**src/rtl/craps_round_core_if.sv**
```systemverilog
// Craps scoring core bus: dice/roll request toward the core, score and
// display patterns back out to the board.
interface craps_round_core_if;
  logic       roll;
  logic [2:0] die0;
  logic [2:0] die1;
  logic [3:0] sum;
  logic [3:0] point;
  logic [1:0] result;
  logic       win;
  logic       loss;
  logic [6:0] disp1;
  logic [6:0] disp2;
  logic [6:0] disp5;
  logic [6:0] disp4;

  // Board side: drives roll and dice, observes score and displays.
  modport master (
    output roll, die0, die1,
    input  sum, point, result, win, loss, disp1, disp2, disp5, disp4
  );

  // Core side.
  modport slave (
    input  roll, die0, die1,
    output sum, point, result, win, loss, disp1, disp2, disp5, disp4
  );
endinterface

```
**src/rtl/craps_round_core.sv**
```systemverilog
// Two-dice craps round scorer: captures dice on each roll edge, applies the
// come-out / point rules and drives die and status 7-segment patterns.
module craps_round_core #(
  parameter logic [2:0] BLANK_CODE = 3'd7
) (
  input  logic              clock,
  input  logic              reset,
  craps_round_core_if.slave bus
);

  typedef enum logic [1:0] {
    RES_INIT   = 2'b00,
    RES_REROLL = 2'b01,
    RES_WIN    = 2'b10,
    RES_LOSE   = 2'b11
  } result_t;

  result_t    r_result;
  result_t    w_result_next;
  logic       r_roll_d;
  logic [2:0] r_code0;
  logic [2:0] r_code1;
  logic [3:0] r_sum;
  logic [3:0] r_point;
  logic [3:0] w_point_next;
  logic [3:0] w_sum;
  logic       w_event;
  logic       w_dice_ok;
  logic       w_accept;

  function automatic logic die_legal(input logic [2:0] d);
    return (d != 3'd0) && (d != 3'd7);
  endfunction

  function automatic logic [6:0] seg7(input logic [2:0] code);
    case (code)
      3'd0:    return 7'b1000000;
      3'd1:    return 7'b1111001;
      3'd2:    return 7'b0100100;
      3'd3:    return 7'b0110000;
      3'd4:    return 7'b0011001;
      3'd5:    return 7'b0010010;
      3'd6:    return 7'b0000010;
      default: return 7'b1111111;
    endcase
  endfunction

  assign w_sum     = {1'b0, bus.die0} + {1'b0, bus.die1};
  assign w_event   = bus.roll & ~r_roll_d;
  assign w_dice_ok = die_legal(bus.die0) && die_legal(bus.die1);
  assign w_accept  = w_event && w_dice_ok &&
                     ((r_result == RES_INIT) || (r_result == RES_REROLL));

  // Next result and point from the craps rules on an accepted roll.
  always_comb begin
    // NOTE: defaults first so every path assigns both outputs and no latch is inferred.
    w_result_next = r_result;
    w_point_next  = r_point;
    if (w_accept) begin
      case (r_result)
        RES_INIT: begin
          if (w_sum == 4'd7 || w_sum == 4'd11)
            w_result_next = RES_WIN;
          else if (w_sum == 4'd2 || w_sum == 4'd3 || w_sum == 4'd12)
            w_result_next = RES_LOSE;
          else begin
            w_point_next  = w_sum;
            w_result_next = RES_REROLL;
          end
        end
        RES_REROLL: begin
          if (w_sum == r_point)
            w_result_next = RES_WIN;
          else if (w_sum == 4'd7)
            w_result_next = RES_LOSE;
        end
        default: ;
      endcase
    end
  end

  // State register: roll edge history, captured dice, sum, point, result.
  always_ff @(posedge clock) begin
    // NOTE: non-blocking assignments so every register samples pre-edge values.
    if (reset) begin
      r_roll_d <= 1'b0;
      r_code0  <= BLANK_CODE;
      r_code1  <= BLANK_CODE;
      r_sum    <= 4'd0;
      r_point  <= 4'd0;
      r_result <= RES_INIT;
    end else begin
      r_roll_d <= bus.roll;
      r_result <= w_result_next;
      r_point  <= w_point_next;
      if (w_accept) begin
        r_code0 <= bus.die0;
        r_code1 <= bus.die1;
        r_sum   <= w_sum;
      end
    end
  end

  // Two-letter status display decoded from the result.
  always_comb begin
    bus.disp5 = 7'b1111111;
    bus.disp4 = 7'b1111111;
    case (r_result)
      RES_INIT:   begin bus.disp5 = 7'b0101111; bus.disp4 = 7'b0100011; end
      RES_REROLL: begin bus.disp5 = 7'b0101111; bus.disp4 = 7'b0101111; end
      RES_WIN:    begin bus.disp5 = 7'b1100011; bus.disp4 = 7'b1100011; end
      RES_LOSE:   begin bus.disp5 = 7'b1111001; bus.disp4 = 7'b0100011; end
      default: ;
    endcase
  end

  assign bus.sum    = r_sum;
  assign bus.point  = r_point;
  assign bus.result = r_result;
  assign bus.win    = (r_result == RES_WIN);
  assign bus.loss   = (r_result == RES_LOSE);
  assign bus.disp1  = seg7(r_code0);
  assign bus.disp2  = seg7(r_code1);

endmodule

```
**src/flat_wrapper.sv**
```systemverilog
// flat-port wrapper written by rule: the top's interface ports become plain ports
module craps_round_core_flat 
#(
  parameter logic [2:0] BLANK_CODE = 3'd7
)
  (clock, reset, bus_roll, bus_die0, bus_die1, bus_sum, bus_point, bus_result, bus_win, bus_loss, bus_disp1, bus_disp2, bus_disp5, bus_disp4);
  craps_round_core_if bus_i ();
  input  logic clock;
  input  logic reset;
  input wire logic [$bits(bus_i.roll)-1:0] bus_roll;
  input wire logic [$bits(bus_i.die0)-1:0] bus_die0;
  input wire logic [$bits(bus_i.die1)-1:0] bus_die1;
  output wire logic [$bits(bus_i.sum)-1:0] bus_sum;
  output wire logic [$bits(bus_i.point)-1:0] bus_point;
  output wire logic [$bits(bus_i.result)-1:0] bus_result;
  output wire logic [$bits(bus_i.win)-1:0] bus_win;
  output wire logic [$bits(bus_i.loss)-1:0] bus_loss;
  output wire logic [$bits(bus_i.disp1)-1:0] bus_disp1;
  output wire logic [$bits(bus_i.disp2)-1:0] bus_disp2;
  output wire logic [$bits(bus_i.disp5)-1:0] bus_disp5;
  output wire logic [$bits(bus_i.disp4)-1:0] bus_disp4;
  assign bus_i.roll = bus_roll;
  assign bus_i.die0 = bus_die0;
  assign bus_i.die1 = bus_die1;
  assign bus_sum = bus_i.sum;
  assign bus_point = bus_i.point;
  assign bus_result = bus_i.result;
  assign bus_win = bus_i.win;
  assign bus_loss = bus_i.loss;
  assign bus_disp1 = bus_i.disp1;
  assign bus_disp2 = bus_i.disp2;
  assign bus_disp5 = bus_i.disp5;
  assign bus_disp4 = bus_i.disp4;
  craps_round_core #(.BLANK_CODE(BLANK_CODE)) u_core (.clock(clock), .reset(reset), .bus(bus_i));
endmodule
```
**config.mk**
```make
export PLATFORM = sky130hd
export DESIGN_NAME = craps_round_core_flat
export DESIGN_NICKNAME = d
export VERILOG_FILES = /design/src/rtl/craps_round_core_if.sv /design/src/rtl/craps_round_core.sv /design/src/flat_wrapper.sv
export SDC_FILE = /design/constraint.sdc
export NUM_CORES = 1
export LEC_CHECK = 0
export BUFFER_PORTS_ARGS = -buffer_cell sky130_fd_sc_hd__buf_2
export CORE_AREA = 2 2 63 65
export DETAILED_ROUTE_END_ITERATION = 16
export DIE_AREA = 0 0 65 67
export PLACE_DENSITY_LB_ADDON = 0.05
export REMOVE_ABC_BUFFERS = 1
export SETUP_SLACK_MARGIN = 0.4
export SLEW_MARGIN = 20
export SYNTH_ARGS = -nofsm -noshare
export SYNTH_HDL_FRONTEND = slang
export SYNTH_SLANG_ARGS = --single-unit
```
**constraint.sdc**
```tcl
create_clock -name clock -period 1.79 [get_ports clock]
set_input_delay 0 -clock clock [delete_from_list [all_inputs] [get_ports clock]]
set_output_delay 0 -clock clock [all_outputs]
set_load 0.005 [all_outputs]
```
==> results summary <==
The flow ran to the end, and the final reports show no timing, DRC or antenna violations. The post-layout instance count excluding filler cells came out at 253. STA classifies the critical path endpoint as a flip-flop. The max-cap violation count is 0. In the layout the commonest cells are sky130_fd_sc_hd__buf_2, sky130_fd_sc_hd__buf_4, sky130_fd_sc_hd__dfxtp_1, sky130_fd_sc_hd__nor2_1, sky130_fd_sc_hd__nand2_1. The worst hold-check path type is input port to flip-flop. The first-pass detailed-route iteration total is 4. The number of buffers inserted during clock tree synthesis came out at 3.

The final cycle utilization of the critical path came out at 87.86%. Fill cells in the final layout number 364. The number of DRC markers after the initial detailed-route iteration is 27. The antenna diode instance count came out at 0. The clock arrives with 0.001284 ns of skew. The buffer depth of the longest clock path is 2. The placed instance count is 244. The placed standard-cell area is 0.001534 mm^2. The clock latency reported for the late side of the worst-skew pair is 0.25 ns. The overall track demand over capacity in global routing came out at 16.95%. In this run the critical register-to-register path is launched from u_core.bus.result[1]. The first-pass GRT wire length came out at 5630 um. Based on the critical path, the design can be clocked at up to 635.9 MHz. The total count of max-transition violations in the final report is 0. Setup violations remaining at the end of the flow were counted as 0. After clock tree synthesis, the clock-pin slew on the worst setup and hold paths is 0.07 ns. The number of global-route vias before repair is 1216. After detailed routing, the total wire length is 3333 um.

The endpoint required time on the critical path came out at 1.92 ns. After detailed routing, the number of remaining DRC violations is 0. Data arrives at the worst endpoint at 1.71 ns. The largest single stage delay on the critical path is 0.37 ns. In this run the worst setup path begins at bus_die1[0]. The total number of clock tree sinks came out at 17. The total via count after detailed routing is 1219. In the final layout, flip-flops and latches occupy 342.8 um^2. The wire length per cell after detailed routing is 13.17 um. The synthesized area per cell is 8.121 um^2. The tree is rooted in a sky130_fd_sc_hd__clkbuf_8.

In this run the number of H-tree levels came out at 1. The cell area after technology mapping is 0.001242 mm^2. The per-cell via count in the routed design came out at 4.818.

The adder-cell share of the synthesized area came out at 4.632%. In this run the count of I/O pins placed on the die edge is 49. Entering global routing, the biggest net connects 14 pins.

The number of rows created at floorplan is 22. The die height is 67 um. The area growth from synthesis to layout is 41.69%. The synthesized netlist devotes 23.56% of its cell area to compound gates. The number of antenna violations at the first check in global routing is 0.

Counting flops with an async set or reset pin after synthesis yields a share of 0%. The last weighted congestion value of the routability-driven placer is 0.7701. The count of endpoints failing hold in the final timing report is 0. The synthesized netlist devotes 6.244% of its cell area to XOR and XNOR gates. Setup repair after global routing could not meet its margin everywhere. The number of distinct library cells after synthesis came out at 43. The post-synthesis sequential area ratio is 27.39%.

The number of nets in the finished design came out at 219. The width of the die came out at 65 um. The total of flip-flops plus latches after synthesis came out at 17. The core utilization of the finished layout is 48.82%. In this run the worst path has a maximum fanout of 5. The count of flip-flops with a built-in enable after synthesis is 0. The antenna violation net count after detailed routing came out at 0.

TritonCTS built the clock tree. The number of warnings printed during yosys synthesis came out at 0. By area, the combinational part of the netlist is dominated by compound AO/OA/AOI/OAI gates.

The maximum resistive drop on vdd is 0.0002513 V. The share of cell area taken by muxes after synthesis is 3.223%. The library cell used most frequently in the layout, excluding fill and tap cells, is sky130_fd_sc_hd__buf_2. In this run the most critical hold path is launched from bus_die0[2]. The final critical delay including setup and external delays is 1.573 ns. The power density normalized to cell area is 734.9 mW/mm^2. The die covers 0.004355 mm^2. Summed over all cells, the static leakage comes to 0.7965 nW. The worst setup timing slack at the placement stage came out at -0.1689 ns. The effective utilization at floorplan is 34.46%. The final setup slack of the worst path came out at 0.2174 ns. The leftover overflow at the end of global routing came out at 0. Port buffering added 42 buffers. Summing all multi-input logic gate instances after layout gives 845.8 um^2. The critical path is of the input port to flip-flop type.

Traced cell by cell, the critical path runs through buf_8 > ha_4 > fa_2 > nand2b_4 > a31o_1 > a211o_4 > nor3_1 > a211oi_1. The half-perimeter wire length after detailed placement is 2512 um. The design draws 1.294 mW. The synthesized netlist devotes 21.85% of its cell area to simple gates.

STA classifies the critical path startpoint as an input port. The share of cells above drive strength 1 came out at 43.90%. The slowest stage of the critical path is the sky130_fd_sc_hd__a211o_4 cell.

The core footprint is 0.003606 mm^2. For this run, the leading register cell type out of synthesis is sky130_fd_sc_hd__dfxtp_1. The cell area after layout is 0.001760 mm^2. The synthesized instance count came out at 153.
flip-flops by register name, summed over array words and instances, names as in the netlist:
register / count
u_core.bus.result: 2
u_core.bus.sum: 4
u_core.r_roll_d: 1
u_core.r_code1: 3
u_core.bus.point: 4
u_core.r_code0: 3
cells by family (layout without fill, tap and decap cells):
family	after synthesis	after routing
and+or+nand+nor	54	54
AOI/OAI and AO/OA	36	36
buffers and inverters	28	76
DFF	17	17
xor gates and xnor gates	8	8
adders and majority gates	4	4
muxes	4	4
other	2	6
synth_stat cells, types with 2 or more instances:
master                     instances  area (um^2)
sky130_fd_sc_hd__xor2_1            4        35.03
sky130_fd_sc_hd__ha_1              3        37.54
sky130_fd_sc_hd__and3_1            3        18.77
sky130_fd_sc_hd__nor2b_1           3        18.77
sky130_fd_sc_hd__nor3_1            6        30.03
sky130_fd_sc_hd__dfxtp_1          17        340.3
sky130_fd_sc_hd__a31oi_1           2        12.51
sky130_fd_sc_hd__a21o_1            2        15.01
sky130_fd_sc_hd__a211oi_1          3        22.52
sky130_fd_sc_hd__conb_1            2        7.510
sky130_fd_sc_hd__nand3_1           6        30.03
sky130_fd_sc_hd__nor2_1           14        52.55
sky130_fd_sc_hd__a21oi_1           5        25.02
sky130_fd_sc_hd__nand4_1           3        18.77
sky130_fd_sc_hd__nand2_1          11        41.29
sky130_fd_sc_hd__inv_1             6        22.52
sky130_fd_sc_hd__xnor2_1           3        26.28
sky130_fd_sc_hd__buf_4            13        97.59
sky130_fd_sc_hd__clkbuf_1          7        26.28
sky130_fd_sc_hd__a211oi_2          2        25.02
sky130_fd_sc_hd__o31ai_1           4        30.03
sky130_fd_sc_hd__o21ai_0           6        30.03
sky130_fd_sc_hd__mux2i_1           4        40.04
sky130_fd_sc_hd__nand2b_1          3        18.77
sky130_fd_sc_hd__o211ai_1          3        22.52
path summary, 6_finish.rpt:
kind                               to  slack, ns  depth (start not counted)
setup reg to reg  u_core.bus.point[2]       0.40                          5
hold / removal      u_core.r_code0[2]      0.009                          2
hold reg to reg     u_core.bus.sum[3]       0.50                          2
setup / recovery  u_core.bus.point[2]       0.22                          8
layer usage:
metal	part of all wire [%]	up-vias	track usage (%)
met5	0	-	0
met4	0.57	0	5.585
met3	4.3	2	2.365
met2	50	29	30.93
met1	45	565	20.29
li1	-	623	-
area by class of cell:
| class | count | share of cell area, % |
|---|---|---|
| clock buffers | 4 | 2.559 |
| inverters | 7 | 1.493 |
| multi-input cells | 112 | 48.05 |
| flip-flops and latches | 17 | 19.47 |
| well taps | 48 | 3.412 |
| repair buffers | 65 | 25.02 |
critical path: cells and delay by family:
family,cells,cell delay [ns]
AOI/OAI and AO/OA,3,0.72
adders and majority gates,2,0.49
buffers and inverters,1,0.10
and+or+nand+nor,2,0.38
report_power, final:
group | switching, mW | internal (mW) | total, mW
combinational | 0.267 | 0.287 | 0.553
clock | 0.136 | 0.158 | 0.294
sequential | 0.0374 | 0.409 | 0.447
through the flow:
stage               setup TNS [ns]  hold WS (ns)
global placement           -0.6482        0.2298
CTS                              0      0.002783
floorplan                  -0.4152       0.06907
detailed placement         -0.9092        0.2465
global route                     0       0.01647
finish                           0      0.009494
what timing repair did:
action | in CTS | in global routing
hold endpoints to repair | 1 | 0
cloned | 1 | 0
hold buffers | 1 | 0
pin swaps | 7 | 8
buffers inserted | 2 | 1
setup endpoints to repair | 16 | 15
gates resized for setup | 14 | 12
Note: power is estimated with default switching activity, not from simulation.
